$ cat src/rtl/vram_row_reader.sv
// VRAM frame scanner: fetches one 512-bit row at a time into a local row buffer
// and streams its pixels over a valid/ready interface, row by row, for one frame.
module vram_row_reader #(
    parameter int ROWS        = 64,
    parameter int PIX_W       = 8,
    parameter int PIX_PER_ROW = 64
) (
    input  logic                         clk,
    input  logic                         rst,
    input  logic                         start,
    output logic                         busy,
    output logic                         frame_done,
    output logic                         vram_rd,
    output logic [5:0]                   vram_rd_addr,
    input  logic [PIX_W*PIX_PER_ROW-1:0] vram_data,
    output logic                         pix_valid,
    input  logic                         pix_ready,
    output logic [PIX_W-1:0]             pix_data,
    output logic [5:0]                   pix_x,
    output logic [5:0]                   pix_y,
    output logic                         pix_eol,
    output logic                         pix_eof
);

    localparam int         ROW_BITS = PIX_W * PIX_PER_ROW;
    localparam logic [5:0] LAST_COL = 6'(PIX_PER_ROW - 1);
    localparam logic [5:0] LAST_ROW = 6'(ROWS - 1);

    typedef enum logic [2:0] {
        IDLE   = 3'd0,
        REQ    = 3'd1,
        WAIT   = 3'd2,
        STREAM = 3'd3,
        DONE   = 3'd4
    } state_t;

    state_t                state_q, state_d;
    logic [5:0]            row_q, row_d;
    logic [5:0]            col_q, col_d;
    logic [ROW_BITS-1:0]   buf_q, buf_d;

    // State, counters and row buffer registers with synchronous reset
    always_ff @(posedge clk) begin
        if (rst) begin
            state_q <= IDLE;
            row_q   <= 6'd0;
            col_q   <= 6'd0;
            buf_q   <= '0;
        end else begin
            state_q <= state_d;
            row_q   <= row_d;
            col_q   <= col_d;
            buf_q   <= buf_d;
        end
    end

    // Next-state logic; the row counter stays at the last row after DONE until the next start
    always_comb begin
        state_d = state_q;
        row_d   = row_q;
        col_d   = col_q;
        buf_d   = buf_q;
        case (state_q)
            IDLE: begin
                if (start) begin
                    row_d   = 6'd0;
                    col_d   = 6'd0;
                    state_d = REQ;
                end else begin
                    state_d = IDLE;
                end
            end
            REQ: begin
                state_d = WAIT;
            end
            WAIT: begin
                buf_d   = vram_data;
                col_d   = 6'd0;
                state_d = STREAM;
            end
            STREAM: begin
                if (pix_ready) begin
                    if (col_q != LAST_COL) begin
                        col_d = col_q + 6'd1;
                    end else if (row_q != LAST_ROW) begin
                        row_d   = row_q + 6'd1;
                        state_d = REQ;
                    end else begin
                        state_d = DONE;
                    end
                end else begin
                    state_d = STREAM;
                end
            end
            DONE: begin
                state_d = IDLE;
            end
            default: begin
                state_d = IDLE;
            end
        endcase
    end

    assign busy         = (state_q == REQ) || (state_q == WAIT) || (state_q == STREAM);
    assign frame_done   = (state_q == DONE);
    assign vram_rd      = (state_q == REQ);
    assign vram_rd_addr = row_q;

    // Pixel outputs come only from the row buffer, so VRAM changes mid-row are invisible
    assign pix_valid = (state_q == STREAM);
    assign pix_data  = buf_q[PIX_W*int'(col_q) +: PIX_W];
    assign pix_x     = col_q;
    assign pix_y     = row_q;
    assign pix_eol   = pix_valid && (col_q == LAST_COL);
    assign pix_eof   = pix_valid && (col_q == LAST_COL) && (row_q == LAST_ROW);

endmodule

$ cat config.mk
export PLATFORM = sky130hd
export DESIGN_NAME = vram_row_reader
export DESIGN_NICKNAME = d
export VERILOG_FILES = /design/src/rtl/vram_row_reader.sv
export SDC_FILE = /design/constraint.sdc
export NUM_CORES = 1
export LEC_CHECK = 0
export BUFFER_PORTS_ARGS = -buffer_cell sky130_fd_sc_hd__buf_2
export CORE_AREA = 2 2 213 215
export CTS_CLUSTER_DIAMETER = 120
export DETAILED_ROUTE_END_ITERATION = 7
export DIE_AREA = 0 0 215 217
export GPL_ROUTABILITY_DRIVEN = 1
export PLACE_DENSITY = 0.76
export SLEW_MARGIN = 20
export SYNTH_ARGS = -nofsm -noshare
export SYNTH_HDL_FRONTEND = slang
export SYNTH_SLANG_ARGS = --single-unit
$ cat constraint.sdc
create_clock -name clk -period 2.3 [get_ports clk]
set_input_delay 0.115 -clock clk [delete_from_list [all_inputs] [get_ports clk]]
set_output_delay 0.115 -clock clk [all_outputs]
set_load 0.02 [all_outputs]
==> impl_metrics.csv, run 1 <==
group,metric,value,unit
run_status,status,"stopped before the end",
run_status,failing_step,"5_1_grt",
run_status,error_message,"[ERROR GRT-0116] Global routing finished with congestion. Check the congestion regions in the DRC Viewer.",
global_routing,grt_max_degree,116,
global_routing,grt_pass1_vias,27985,
logic_synthesis,ys_types,45,
logic_synthesis,yosysSeqAreaShare,0.471,
place,dpl.hpwl,60000,um
floorplanning,initial_core_util,0.501,
global_routing,groute.usage.overall,0.476,
clocking,clockBufferDepth,3,
clocking,clock-sinks,527,
clocking,htreeDepth,2,
clocking,cts_buffers,54,
logic_synthesis,synth_nets,3200,
logic_synthesis,synth_cells,2682,
global_routing,grt_pass1_wl,166000,um
floorplanning,die_h,217,um
place,dpl.cell_count,3731,
floorplanning,die_w,215,um
logic_synthesis,ys.flop_type,"dfxtp_1",
logic_synthesis,yosys_warnings,0,
logic_synthesis,synthArstFlopShare,0,
global_routing,gr-total-overflow,6,
logic_synthesis,ys_ff_latch,527,
place,port_buffers,547,
place,preCtsSetupSlack,-272,ps
logic_synthesis,avgSynthCellArea,8.35,sq um
clocking,clockRootBuffer,"clkbuf_16",
logic_synthesis,synth_area,0.0224,sq mm
floorplanning,rows,78,
floorplanning,pin_count,548,
place,globalplace.congestion,0.948,
logic_synthesis,synth_edf_count,0,
routing by layer:
metal,global-route usage,GRT overflow
met1,0.549,0
met2,0.743,6
met3,0.159,0
met4,0.348,0
met5,0.00625,0
Yosys cell counts (all sizes together), types with 3 or more instances:
library cell / count / area, sq um
nand3b: 4 / 30.0
nor3: 5 / 25.0
nand2: 1037 / 3890
a22oi: 7 / 52.6
o21ai: 24 / 120
a2111oi: 13 / 120
mux2i: 89 / 891
dfxtp: 527 / 10600
xnor2: 4 / 35.0
inv: 4 / 15.0
a211oi: 20 / 150
and3: 4 / 25.0
nand4: 3 / 18.8
a21oi: 524 / 2620
mux2: 6 / 67.6
nand2b: 5 / 31.3
clkbuf: 173 / 653
and2: 4 / 25.0
nor2: 20 / 75.1
mux4: 98 / 2230
o22ai: 29 / 181
buf: 56 / 353
and4: 6 / 52.6
kinds of logic after synthesis:
group                      share of synthesized area
AOI/OAI and AO/OA                              0.148
xor gates and xnor gates                     0.00157
adders and majority gates                    0.00112
buffers and inverters                         0.0456
DFF                                            0.471
muxes                                          0.143
and+or+nand+nor                                0.190
timing repair:
item,4_1_cts
hold buffers,531
resized for setup,122
buffers inserted,21
hold endpoints to repair,516
cloned,4
setup endpoints to repair,10
pin swaps,10
per-stage QoR:
stage | area [sq um] | TNS, ps
global placement | 26200 | -1560
detailed placement | 26200 | -1710
CTS | 34100 | -4590
floorplan | 22400 | 0
==> run 2, diff against run 1 <==
--- a/config.mk
+++ b/config.mk
@@ -6,12 +6,11 @@
 export NUM_CORES = 1
 export LEC_CHECK = 0
 export BUFFER_PORTS_ARGS = -buffer_cell sky130_fd_sc_hd__buf_2
-export CORE_AREA = 2 2 213 215
-export CTS_CLUSTER_DIAMETER = 120
+export CORE_MARGIN = 2
+export CORE_UTILIZATION = 40
 export DETAILED_ROUTE_END_ITERATION = 7
-export DIE_AREA = 0 0 215 217
 export GPL_ROUTABILITY_DRIVEN = 1
-export PLACE_DENSITY = 0.76
+export PLACE_DENSITY_LB_ADDON = 0.15
 export SLEW_MARGIN = 20
 export SYNTH_ARGS = -nofsm -noshare
 export SYNTH_HDL_FRONTEND = slang
==> run 2 against run 1 <==
Net effect: the flow now finishes, with violations (setup timing); synthesized cell count did not move; synthesized area did not move.
==> impl_metrics.csv, run 2 <==
group,metric,value,unit
layout,nFillCells,4513,
power_and_ir_drop,p_comb_frac,0.146,
layout,fin_util,0.625,
critical_path,required,2180,ps
power_and_ir_drop,irDropWorstVdd,588,uV
route,via_per_inst,5.23,
job,drv_cap,0,
power_and_ir_drop,p_switching,5.78,mW
critical_path,endpoint_kind,"output pin",
sta,hold_viol,0,
logic_synthesis,yosys_warnings,0,
logic_synthesis,yosysSeqAreaShare,0.471,
route,drt-initial-drc-count,1756,
logic_synthesis,yosysTopAreaCell,"dfxtp_1",
logic_synthesis,synth_top_area_frac,0.471,
global_routing,antenna_found_initial,2,
place,dpl.hpwl,64800,um
logic_synthesis,avgSynthCellArea,8.35,sq um
place,place_area,0.0267,sq mm
layout,regMostFlops,"buf_q",
logic_synthesis,synth_nets,3200,
hold_path,holdCritStartpoint,"vram_data[414]",
sta,fin_crit,2960,ps
logic_synthesis,ys_ff_latch,527,
clocking,htreeDepth,2,
power_and_ir_drop,power.leakage,13.3,nW
layout,final_cells,4553,
sta,fin_crit_sh,1.29,
logic_synthesis,ys.flop_type,"dfxtp_1",
layout,areaGrowthSynthToFinish,54.3,%
clocking,clockRootBuffer,"clkbuf_16",
layout,final_nets,4273,
place,port_buffers,547,
floorplanning,die_w,241,um
hold_path,hold_class,"in -> reg",
critical_path,r2r_cells,8,
power_and_ir_drop,seqPwrFrac,0.442,
sta,max_freq,0.338,GHz
place,dpl.cell_count,3914,
power_and_ir_drop,p_int,16.6,mW
sta,worst_slew_pin_slew,760,ps
sta,clock-skew-final,15.1,ps
route,routed-via-count,23814,
floorplanning,core,0.0552,sq mm
clocking,clk_latency,620,ps
route,wl_per_cell,20.6,um
logic_synthesis,yosys-top-cells-area,"dfxtp_1 47%, nand2_1 17%, a21oi_1 12%",
floorplanning,die_h,241,um
power_and_ir_drop,clkPwrFrac,0.412,
clocking,clk_pin_slew,60,ps
layout,fin_area,0.0345,sq mm
critical_path,rr_endpoint,"pix_x[3]",
clocking,clock-sinks,527,
sta,setup_viol,8,
global_routing,grt_util_met1,0.389,
global_routing,groute.usage.overall,0.313,
global_routing,grt.busiest_layer,"met2",
critical_path,crit_type,"reg -> out",
clocking,clockBufferDepth,3,
global_routing,grt_pass1_wl,137000,um
critical_path,ff2ff_setup_slack,170,ps
floorplanning,pin_count,548,
run_status,violations,"setup timing",
logic_synthesis,synthArstFlopShare,0,
global_routing,use_met3,0.0526,
logic_synthesis,synth_common_cells,"1037 x nand2_1, 527 x dfxtp_1, 524 x a21oi_1",
logic_synthesis,synth_area,0.0224,sq mm
critical_path,r2r-start,"pix_x[0]",
sta,fin_tns_setup,-4970,ps
power_and_ir_drop,switching_share,0.258,
layout,layout-drive-gt1-share,0.259,
global_routing,grt_pass1_vias,23841,
sta,layout_setup_ws,-658,ps
hold_path,min_to,"buf_q[414]",
power_and_ir_drop,power.density,649,mW/mm^2
critical_path,cp.arrival,2840,ps
floorplanning,dieArea,0.0579,sq mm
layout,final_cell_mix,"1036 x nand2_1, 537 x buf_2, 523 x dfxtp_1",
sta,rsz0062_at_grt,"true",
route,drc,0,
global_routing,grtUsageMet2,0.520,
logic_synthesis,synth_cells,2682,
route,routed_wl,93900,um
critical_path,cp_max_fo,4,
clocking,cts_tree,"built",
sta,slew_headroom,0.494,
route,firstDrtPassIters,5,
layout,final_common_cell,"nand2_1",
layout,largest_reg_flops,512,
global_routing,grt_max_degree,98,
run_status,status,"finished with violations",
hold_path,min_path_cells,4,
clocking,cts_buffers,56,
logic_synthesis,synth_edf_count,0,
critical_path,worstSetupStartpointType,"flop",
logic_synthesis,ys_types,45,
logic_synthesis,yosysMostFrequentCell,"nand2_1",
floorplanning,initial_core_util,0.405,
route,detail-route-antenna-nets,0,
floorplanning,rows,86,
place,globalplace.congestion,0.882,
sta,maxSlewViolCount,0,
global_routing,gr-total-overflow,0,
==> run 2: critical path, cell delays in order (launching register included) <==
cell and delay (ps):
dfxtp_4 410, buf_12 140, buf_4 140, buf_8 110, mux4_2 550, a2111oi_4 400
a21oi_2 100, a22o_4 260, buf_6 130
==> run 2: worst max path at each step <==
stage          startpoint     endpoint  slack (ps)
3_5_place_dp     pix_x[0]  pix_data[4]        -300
6_report         pix_x[0]  pix_data[6]        -660
3_3_place_gp     pix_x[0]  pix_data[4]        -320
2_1_floorplan    pix_x[0]  pix_data[2]          40
5_1_grt          pix_x[0]  pix_data[6]        -720
4_1_cts          pix_x[0]  pix_data[4]        -650
==> run 2: final cells by class <==
class / count / area [sq um] / share of cell area
Multi-Input combinational cell: 1922 / 11200 / 0.325
Sequential cell: 527 / 10600 / 0.306
Timing Repair Buffer: 1244 / 9900 / 0.287
Clock buffer: 79 / 1660 / 0.0481
Tap cell: 748 / 936 / 0.0271
Clock inverter: 24 / 224 / 0.00649
Inverter: 4 / 15.0 / 0.000435
Antenna cell: 5 / 12.5 / 0.000362
==> run 2: cell families after synthesis <==
logic type / after synthesis / synth area share
adders and majority gates: 2 / 0.00112
and+or+nand+nor: 1098 / 0.190
muxes: 193 / 0.143
buffers and inverters: 233 / 0.0456
DFF: 527 / 0.471
xor gates and xnor gates: 4 / 0.00157
AOI/OAI and AO/OA: 625 / 0.148
==> run 2: routing by layer <==
layer / vias up / share of wire
met1: 11268 / 0.41
met3: 301 / 0.061
met5: - / 0.00014
met4: 2 / 0.057
met2: 1013 / 0.47
li1: 11230 / -
==> run 2: power by group through the flow <==
stage / Clock, mW / Sequential [mW] / Combinational, mW
global route: 9.69 / 9.95 / 3.52
detailed placement: 0 / 10.1 / 2.44
floorplan: 0 / 9.98 / 1.32
finish: 9.22 / 9.91 / 3.27
global placement: 0 / 10.1 / 2.40
CTS: 9.31 / 9.90 / 3.19
==> run 2: stage by stage <==
stage | hold slack, ps | setup WS [ps] | power [mW]
2_1_floorplan | 229 | 36.9 | 11.3
3_3_place_gp | 360 | -319 | 12.5
3_5_place_dp | 364 | -299 | 12.5
4_1_cts | 254 | -655 | 22.4
5_1_grt | 282 | -717 | 23.2
6_report | 284 | -658 | 22.4
==> run 2: timing repair <==
item | in CTS | in global routing
setup buffers | 14 | 7
hold buffers | 515 | 0
gates cloned | 4 | 0
pin swaps | 29 | 9
setup endpoints to repair | 10 | 10
gates resized for setup | 122 | 22
endpoints found under the hold margin | 519 | 0
Note: power is estimated with default switching activity, not from simulation.
